## src/rtl/cache_snoop_responder_if.sv

```systemverilog
// Bus-side snoop, writeback and directory-fill signals of cache_snoop_responder.
// master: the requesting side (other caches / cache core); slave: the responder.
interface cache_snoop_responder_if #(
  parameter int WAYS = 4
);
  localparam int WAYS_REP = $clog2(WAYS);

  logic                snp_valid;
  logic [1:0]          snp_op;
  logic [31:0]         snp_addr;
  logic                snp_ready;
  logic                snp_res_valid;
  logic [1:0]          C;
  logic                wb_valid;
  logic [31:0]         wb_addr;
  logic                wb_ready;
  logic                fill_valid;
  logic [31:0]         fill_addr;
  logic [WAYS_REP-1:0] fill_way;
  logic [1:0]          fill_mesi;
  logic                fill_ready;

  modport master (
    output snp_valid, snp_op, snp_addr, wb_ready,
           fill_valid, fill_addr, fill_way, fill_mesi,
    input  snp_ready, snp_res_valid, C, wb_valid, wb_addr, fill_ready
  );

  modport slave (
    input  snp_valid, snp_op, snp_addr, wb_ready,
           fill_valid, fill_addr, fill_way, fill_mesi,
    output snp_ready, snp_res_valid, C, wb_valid, wb_addr, fill_ready
  );
endinterface

```

## src/rtl/cache_snoop_responder.sv

```systemverilog
// cache_snoop_responder: looks snooped bus operations up in the local tag/MESI
// directory, returns HIT / HITM / NOHIT, applies the MESI downgrade or
// invalidate and requests a line writeback when a Modified line is snooped.
// Optional feature macro: SNOOP_CNTR_EN (HIT/HITM counters; tied to 0 when undefined).
module cache_snoop_responder #(
  parameter int NUM_SETS = 16,
  parameter int WAYS     = 4,
  parameter int BYTE     = 6
) (
  input  logic                    clk,
  input  logic                    rstb,
  cache_snoop_responder_if.slave  bus,
  output logic [15:0]             hit_cntr,
  output logic [15:0]             hitm_cntr
);
  localparam int INDEX    = $clog2(NUM_SETS);
  localparam int WAYS_REP = $clog2(WAYS);
  localparam int TAG      = 32 - INDEX - BYTE;
  localparam int LINE     = 32 - BYTE;

  typedef enum logic [1:0] {MESI_I = 2'd0, MESI_S = 2'd1, MESI_E = 2'd2, MESI_M = 2'd3} mesi_e;
  typedef enum logic [1:0] {OP_READ = 2'd0, OP_WRITE = 2'd1, OP_INVALIDATE = 2'd2, OP_RWIM = 2'd3} op_e;
  typedef enum logic [1:0] {RES_HIT = 2'b00, RES_HITM = 2'b01, RES_NOHIT = 2'b10} res_e;
  typedef enum logic [1:0] {ST_IDLE, ST_LOOKUP, ST_RESP, ST_WB} state_e;

  state_e              state;
  logic [TAG-1:0]      dir_tag  [NUM_SETS][WAYS];
  mesi_e               dir_mesi [NUM_SETS][WAYS];

  logic [LINE-1:0]     req_line;
  op_e                 req_op;
  logic [INDEX-1:0]    req_index;
  logic [TAG-1:0]      req_tag;

  logic                lk_hit;
  logic [WAYS_REP-1:0] lk_way;
  mesi_e               lk_cur;
  mesi_e               lk_next;
  res_e                lk_res;

  logic                rsp_hit;
  logic [WAYS_REP-1:0] rsp_way;
  mesi_e               rsp_next;

  res_e                res_c;
  logic                res_valid;
  logic                wb_valid_q;
  logic [31:0]         wb_addr_q;

  logic                snp_fire;
  logic                fill_fire;
  logic [INDEX-1:0]    fill_index;
  logic [TAG-1:0]      fill_tag;
  logic                unused_addr_offsets;

  assign req_index  = req_line[INDEX-1:0];
  assign req_tag    = req_line[LINE-1:INDEX];
  assign fill_index = bus.fill_addr[BYTE+INDEX-1:BYTE];
  assign fill_tag   = bus.fill_addr[31:BYTE+INDEX];
  // Byte offsets never reach the directory; only the line address matters.
  assign unused_addr_offsets = ^{bus.fill_addr[BYTE-1:0], bus.snp_addr[BYTE-1:0]};

  // A fill wins over a snoop presented in the same IDLE cycle.
  assign bus.fill_ready = (state == ST_IDLE) && !rstb;
  assign bus.snp_ready  = (state == ST_IDLE) && !bus.fill_valid && !rstb;
  assign fill_fire      = bus.fill_valid && bus.fill_ready;
  assign snp_fire       = bus.snp_valid && bus.snp_ready;

  assign bus.snp_res_valid = res_valid;
  assign bus.C             = res_c;
  assign bus.wb_valid      = wb_valid_q;
  assign bus.wb_addr       = wb_addr_q;

  // Tag compare across the ways of the requested set; lowest matching way wins.
  always_comb begin
    // NOTE: every always_comb output gets a default first, so no path leaves it unassigned and no latch is inferred.
    lk_hit = 1'b0;
    lk_way = '0;
    for (int w = WAYS - 1; w >= 0; w--) begin
      if (dir_mesi[req_index][w] != MESI_I && dir_tag[req_index][w] == req_tag) begin
        lk_hit = 1'b1;
        lk_way = WAYS_REP'(w);
      end
    end
  end

  // Snoop result and next MESI state of the hitting line.
  always_comb begin
    lk_cur  = dir_mesi[req_index][lk_way];
    lk_next = lk_cur;
    lk_res  = RES_NOHIT;
    if (lk_hit) begin
      unique case (req_op)
        OP_READ: begin
          lk_res  = (lk_cur == MESI_M) ? RES_HITM : RES_HIT;
          lk_next = MESI_S;
        end
        OP_WRITE: begin
          lk_res  = RES_NOHIT;
        end
        OP_INVALIDATE: begin
          if (lk_cur == MESI_S) begin
            lk_res  = RES_HIT;
            lk_next = MESI_I;
          end
        end
        OP_RWIM: begin
          lk_res  = (lk_cur == MESI_M) ? RES_HITM : RES_HIT;
          lk_next = MESI_I;
        end
      endcase
    end
  end

  // Directory storage: cleared on reset, written by fills and by the MESI update at the end of RESP.
  always_ff @(posedge clk) begin
    if (rstb) begin
      // NOTE: the directory must read all-Invalid after reset, so it is built from resettable flops rather than a RAM.
      for (int s = 0; s < NUM_SETS; s++) begin
        for (int w = 0; w < WAYS; w++) begin
          dir_tag[s][w]  <= '0;
          dir_mesi[s][w] <= MESI_I;
        end
      end
    end else if (fill_fire) begin
      dir_tag[fill_index][bus.fill_way]  <= fill_tag;
      dir_mesi[fill_index][bus.fill_way] <= mesi_e'(bus.fill_mesi);
    end else if (state == ST_RESP && rsp_hit) begin
      dir_mesi[req_index][rsp_way] <= rsp_next;
    end
  end

  // Snoop FSM: IDLE -> LOOKUP -> RESP -> (WB ->) IDLE, all outputs registered.
  always_ff @(posedge clk) begin
    if (rstb) begin
      state      <= ST_IDLE;
      req_line   <= '0;
      req_op     <= OP_READ;
      rsp_hit    <= 1'b0;
      rsp_way    <= '0;
      rsp_next   <= MESI_I;
      res_valid  <= 1'b0;
      res_c      <= RES_NOHIT;
      wb_valid_q <= 1'b0;
      wb_addr_q  <= '0;
    end else begin
      // NOTE: state registers use non-blocking assignments so every flop samples pre-edge values.
      res_valid <= 1'b0;
      unique case (state)
        ST_IDLE: begin
          if (snp_fire) begin
            req_line <= bus.snp_addr[31:BYTE];
            req_op   <= op_e'(bus.snp_op);
            state    <= ST_LOOKUP;
          end
        end
        ST_LOOKUP: begin
          rsp_hit   <= lk_hit;
          rsp_way   <= lk_way;
          rsp_next  <= lk_next;
          res_c     <= lk_res;
          res_valid <= 1'b1;
          state     <= ST_RESP;
        end
        ST_RESP: begin
          if (res_c == RES_HITM) begin
            wb_valid_q <= 1'b1;
            wb_addr_q  <= {req_line, {BYTE{1'b0}}};
            state      <= ST_WB;
          end else begin
            state <= ST_IDLE;
          end
        end
        ST_WB: begin
          if (bus.wb_ready) begin
            wb_valid_q <= 1'b0;
            state      <= ST_IDLE;
          end
        end
      endcase
    end
  end

`ifdef SNOOP_CNTR_EN
  // Saturating HIT / HITM counters, stepped on each result strobe.
  always_ff @(posedge clk) begin
    if (rstb) begin
      hit_cntr  <= '0;
      hitm_cntr <= '0;
    end else if (res_valid) begin
      if (res_c == RES_HIT && hit_cntr != 16'hFFFF) begin
        hit_cntr <= hit_cntr + 16'd1;
      end
      if (res_c == RES_HITM && hitm_cntr != 16'hFFFF) begin
        hitm_cntr <= hitm_cntr + 16'd1;
      end
    end
  end
`else
  assign hit_cntr  = 16'h0;
  assign hitm_cntr = 16'h0;
`endif

endmodule

```

## src/flat_wrapper.sv

```systemverilog
// flat-port wrapper written by rule: the top's interface ports become plain ports
module cache_snoop_responder_flat 
#(
  parameter int NUM_SETS = 16,
  parameter int WAYS     = 4,
  parameter int BYTE     = 6
)
  (clk, rstb, hit_cntr, hitm_cntr, bus_snp_valid, bus_snp_op, bus_snp_addr, bus_wb_ready, bus_fill_valid, bus_fill_addr, bus_fill_way, bus_fill_mesi, bus_snp_ready, bus_snp_res_valid, bus_C, bus_wb_valid, bus_wb_addr, bus_fill_ready);
  cache_snoop_responder_if #(.WAYS(WAYS)) bus_i ();
  input  logic clk;
  input  logic rstb;
  output logic [15:0] hit_cntr;
  output logic [15:0] hitm_cntr;
  input wire logic [$bits(bus_i.snp_valid)-1:0] bus_snp_valid;
  input wire logic [$bits(bus_i.snp_op)-1:0] bus_snp_op;
  input wire logic [$bits(bus_i.snp_addr)-1:0] bus_snp_addr;
  input wire logic [$bits(bus_i.wb_ready)-1:0] bus_wb_ready;
  input wire logic [$bits(bus_i.fill_valid)-1:0] bus_fill_valid;
  input wire logic [$bits(bus_i.fill_addr)-1:0] bus_fill_addr;
  input wire logic [$bits(bus_i.fill_way)-1:0] bus_fill_way;
  input wire logic [$bits(bus_i.fill_mesi)-1:0] bus_fill_mesi;
  output wire logic [$bits(bus_i.snp_ready)-1:0] bus_snp_ready;
  output wire logic [$bits(bus_i.snp_res_valid)-1:0] bus_snp_res_valid;
  output wire logic [$bits(bus_i.C)-1:0] bus_C;
  output wire logic [$bits(bus_i.wb_valid)-1:0] bus_wb_valid;
  output wire logic [$bits(bus_i.wb_addr)-1:0] bus_wb_addr;
  output wire logic [$bits(bus_i.fill_ready)-1:0] bus_fill_ready;
  assign bus_i.snp_valid = bus_snp_valid;
  assign bus_i.snp_op = bus_snp_op;
  assign bus_i.snp_addr = bus_snp_addr;
  assign bus_i.wb_ready = bus_wb_ready;
  assign bus_i.fill_valid = bus_fill_valid;
  assign bus_i.fill_addr = bus_fill_addr;
  assign bus_i.fill_way = bus_fill_way;
  assign bus_i.fill_mesi = bus_fill_mesi;
  assign bus_snp_ready = bus_i.snp_ready;
  assign bus_snp_res_valid = bus_i.snp_res_valid;
  assign bus_C = bus_i.C;
  assign bus_wb_valid = bus_i.wb_valid;
  assign bus_wb_addr = bus_i.wb_addr;
  assign bus_fill_ready = bus_i.fill_ready;
  cache_snoop_responder #(.NUM_SETS(NUM_SETS), .WAYS(WAYS), .BYTE(BYTE)) u_core (.clk(clk), .rstb(rstb), .bus(bus_i), .hit_cntr(hit_cntr), .hitm_cntr(hitm_cntr));
endmodule
```

## config.mk

```make
export PLATFORM = sky130hd
export DESIGN_NAME = cache_snoop_responder_flat
export DESIGN_NICKNAME = d
export VERILOG_FILES = /design/src/rtl/cache_snoop_responder_if.sv /design/src/rtl/cache_snoop_responder.sv /design/src/flat_wrapper.sv
export SDC_FILE = /design/constraint.sdc
export NUM_CORES = 2
export LEC_CHECK = 0
export CORE_ASPECT_RATIO = 0.5
export CORE_UTILIZATION = 40
export CTS_CLUSTER_DIAMETER = 200
export DETAILED_ROUTE_END_ITERATION = 10
export GPL_ROUTABILITY_DRIVEN = 0
export PLACE_DENSITY = 0.59
export SETUP_SLACK_MARGIN = 0.5
export SLEW_MARGIN = 10
export SYNTH_ARGS = -nofsm -noshare
export SYNTH_HDL_FRONTEND = slang
export SYNTH_SLANG_ARGS = --single-unit
```

## constraint.sdc

```tcl
create_clock -name clk -period 11.35 [get_ports clk]
set_input_delay 1.7025 -clock clk [delete_from_list [all_inputs] [get_ports clk]]
set_output_delay 1.7025 -clock clk [all_outputs]
set_load 0.01 [all_outputs]
```

; Word level (Yosys, flattened, before mapping)
; Memory sizes are Yosys's and may differ from the RTL's. A register that Yosys moved wholly into a read port is not among the register bits.
; Index checks and enable logic that the tools add are counted.
[totals]
ram_bits = 1536
n_memories = 2
inputBits = 75
output_inout_bits = 70
regBits = 65
[op_classes]
n_eq_ne = 16
magnitude_cmp = 5
n_reduce_logical = 29
n_bitwise = 3
muxes = 55
[memory_table]
columns = name, words, width, rd, rd_ports_with_merged_regs, wr, line
row1 = u_core.dir_tag, 16, 88, 1, 1, 16, cache_snoop_responder.sv:27  ; logic [TAG-1:0] dir_tag [NUM_SETS][WAYS];
row2 = u_core.dir_mesi, 16, 8, 1, 1, 16, cache_snoop_responder.sv:28  ; mesi_e dir_mesi [NUM_SETS][WAYS];
[ops]
columns = op, count
row1 = 2-to-1 mux 88 bit, 3
row2 = equality test 22 bit, 4
row3 = OR reduction 88 bit, 1
row4 = 2-to-1 mux 8 bit, 6
row5 = demux 22 bit (select 2 bit), 1
row6 = 2-to-1 mux 2 bit, 15
row7 = 2-to-1 mux 4 bit, 7
row8 = 2-to-1 mux 22 bit, 1
row9 = OR reduction 8 bit, 2
row10 = 2-to-1 mux 1 bit, 15
row11 = logical AND 1 bit, 12
row12 = one-hot mux 2 bit (3 select lines), 2
row13 = equality test 2 bit (second input constant), 5
row14 = nonzero test 2 bit, 5
row15 = greater-or-equal comparator 3 bit (second input constant), 3
row16 = inverter 2 -> 3 bit, 3
row17 = demux 2 bit (select 2 bit), 2
row18 = equality test 2 x 1 -> 1 bit (second input constant), 4
row19 = one-hot mux 2 bit (4 select lines), 1
row20 = less-than comparator 3 x 1 -> 1 bit (second input constant), 2
row21 = AND reduction 2 bit, 3
row22 = binary-select mux 2 bit (select 2 bit), 1
row23 = zero test 2 bit, 2
row24 = inequality test 2 bit (second input constant), 2
row25 = other kinds (5), 6

; Depth between registers and ports, before layout
[depth]
ltp_word = 14
mapped_depth = 20

; Worst setup path after synthesis
; Ideal clock, no wire load.
[synth_path]
path_kind = input-to-output
from = input port rstb
to = output port bus_snp_ready
slack_ns = 7.290
path_buffers = 1
cell_stages = 2
required_time_ns = 9.648
arrival_ns = 2.357
path_cell_list = clkbuf_1 nor4_1
[synth_between]
elab_chain_len = 2
[synth_lines]
columns = item, line
row1 = from (decl), flat_wrapper.sv:11  ; input logic rstb;
row2 = zero test 1 bit, cache_snoop_responder.sv:65  ; assign bus.snp_ready = (state == ST_IDLE) && !bus.fill_valid && !rstb;
row3 = logical AND 1 bit, cache_snoop_responder.sv:65
row4 = to (decl), flat_wrapper.sv:22  ; output wire logic [$bits(bus_i.snp_ready)-1:0] bus_snp_ready;
; No other way between the ends.

==> impl_metrics.toml <==
[worst_setup_path]
reg2regPathDepth = 13
cp.arrival_ps = 6920
critPathKind = "flop to flop"
worstPathMaxFanout = 26
critPathLaunchType = "flop"
cp.required_ps = 12050
endpoint_kind = "flop"

[hold_path]
min_path_type = "flop to flop"
min_path_cells = 2

[timing]
relSlewSlack_pct = 15.9
skew_ps = 16.3
max_freq_mhz = 161
rsz0062_at_grt = "false"
finalCriticalPeriod_ps = 6220
setup_violations = 0
tightest_slew_ps = 1260
tns_ps = 0
fin_ws_ps = 5130
drv_slew = 0
period_share_pct = 54.8
timing_hold_violations_final = 0

[clock_network]
cts_sinks = 1605
insertion_delay_ps = 810
cts_tree = "done"
cts_buffers = 157
cts_repair_resize_count = 0
cts_hold_buf = 0
post-cts-setup-buffer-count = 0
cts.reportedPaths.clkPinSlew_ps = 60
cts_max_level = 4
cts_buffer_depth = 3
root_buffer = "clkbuf_16"

[route]
firstDrtPassIters = 6
drt-initial-drc-count = 5739
drc = 0
ant_nets = 0
wl_um = 233000
avgRoutedWirePerCell_um = 30.2
vias = 44136
via_per_inst = 5.73

[finish]
fin_nets = 5155
fillers = 16441
design_area_um2 = 82600
synthToLayoutAreaGrowth_pct = 9.91
drive_gt1_share_pct = 16.4
utilization_pct = 44.3

[yosys]
avgSynthCellArea_um2 = 14.5
synth_ff_type = "edfxtp_1"
synth.distinct_cells = 83
async_flop_share_pct = 0
synth_edf_count = 1536
seq_area_frac_synth_pct = 63.2
syn_inst = 5195
synth-seq-cells = 1605
yosysWarningCount = 0
syn_area_um2 = 75100

[floorplan]
placementRows = 112
die_h_um = 308
start_util_pct = 40.3
die_x_um = 615
ioPinCount = 145
core_area_um2 = 187000
die-area_um2 = 190000

[global_routing]
grt_first_pass_wirelength_um = 324000
grt_usage_pct = 24.4
grt_pass1_vias = 43654
grt_max_degree = 97
antenna_found_initial = 17
grt_overflow = 0

[placement]
dpl_cell_area_um2 = 77700
dp_hpwl_um = 132000
numPortBuffers = 94
pre_cts_ws_ps = 5100

[power]
leakagePower_nw = 28.9
p_per_area_nw_per_um2 = 154
vdd_ir_drop_max_v = 0.000129

[run_status]
outcome = "finished clean"

[run]
cap_violations = 0
[worst max-delay path, stage by stage, from the launching register on]
cell and delay [ps]:
dfxtp_4 470, inv_2 610, buf_4 680, mux2i_1 320, xor2_1 640, o22ai_1 570
a221oi_1 540, o2111ai_1 290, or4b_1 880, or3_1 420, nand3_1 100, a211o_1 150
nor3_1 60, o31a_1 270
[routing by layer]
metal / vias up / GRT usage, % / share of wire, %
met5: - / 0 / 0.016
met4: 6 / 8.10 / 3.1
met3: 361 / 6.72 / 11
met2: 2328 / 38.1 / 45
met1: 23001 / 32.9 / 40
li1: 18440 / - / -
[sequential cells by signal, summed over array words and instances, names as in the netlist, 2 cells and up, named ones only]
signal              cells
u_core.dir_tag       1408
u_core.dir_mesi       128
u_core.bus.wb_addr     26
u_core.req_line        26
u_core.bus.C            2
u_core.req_op           2
u_core.rsp_next         2
u_core.rsp_way          2
u_core.state            2
[Yosys cell counts, types with 48 or more instances]
library cell / n / area [um^2]
a21oi_1: 89 / 445
and2_1: 1413 / 8840
buf_4: 72 / 541
clkbuf_1: 360 / 1350
dfxtp_1: 69 / 1380
edfxtp_1: 1536 / 46100
mux2i_1: 177 / 1770
mux4_2: 332 / 7480
nand2_1: 201 / 754
nor2_1: 237 / 890
o21bai_1: 64 / 480
or2_2: 67 / 419
xnor2_1: 54 / 473
xor2_1: 48 / 420
[cell type report]
| cell class | count | area [um^2] | area share [%] |
|---|---|---|---|
| inverters | 11 | 41.3 | 0.0500 |
| clock inverters | 73 | 509 | 0.617 |
| diodes | 5 | 12.5 | 0.0152 |
| multi-input cells | 3062 | 25000 | 30.3 |
| repair buffers | 240 | 1980 | 2.40 |
| well taps | 2508 | 3140 | 3.80 |
| flip-flops and latches | 1605 | 47500 | 57.5 |
| clock buffers | 204 | 4360 | 5.28 |
[cell families (layout without fill, tap and decap cells)]
group | Yosys count | in the layout | synth area share [%]
buf+inv | 565 | 528 | 3.74
xor+xnor | 102 | 102 | 1.19
compound gates | 329 | 329 | 3.07
simple gates | 2044 | 2044 | 15.6
other cells | 1 | 43 | 0.00499
flops | 1605 | 1605 | 63.2
mux | 546 | 546 | 13.1
fa+ha+maj | 3 | 3 | 0.0500
[where the power goes]
part	switching, W	total (W)	internal [W]
clock	0.00229	0.00513	0.00283
sequential	0.0000650	0.00675	0.00668
combinational	0.000585	0.000850	0.000265
[layout by cell type (no fill, tap or decap), types with 48 or more instances in the layout]
cell,n
and2_1,1413
or2_2,67
clkbuf_16,167
xnor2_1,54
o21bai_1,64
mux2i_1,177
nor2_1,218
edfxtp_1,1536
clkdlybuf4s50_1,71
a21oi_1,89
nand2_1,201
buf_4,142
dfxtp_1,63
mux4_2,332
xor2_1,48
[path summary, 6_finish.rpt]
check	start	endpoint	slack, ps
setup / recovery	flop	u_core.rsp_next[0]	5130
hold / removal	u_core.bus.wb_addr[18]	u_core.bus.wb_addr[18]	450
setup reg to reg	flop	u_core.rsp_next[0]	5130
hold reg to reg	u_core.bus.wb_addr[18]	u_core.bus.wb_addr[18]	450
[per-stage QoR]
step,power (W),std cells,hold slack (ps)
2_1_floorplan,0.00737,5232,432
3_3_place_gp,0.00769,7426,445
3_5_place_dp,0.00772,7426,451
4_1_cts,0.0128,7703,458
5_1_grt,0.0130,7704,476
6_report,0.0127,7708,455
No activity file was read; power rests on OpenSTA's default activity.
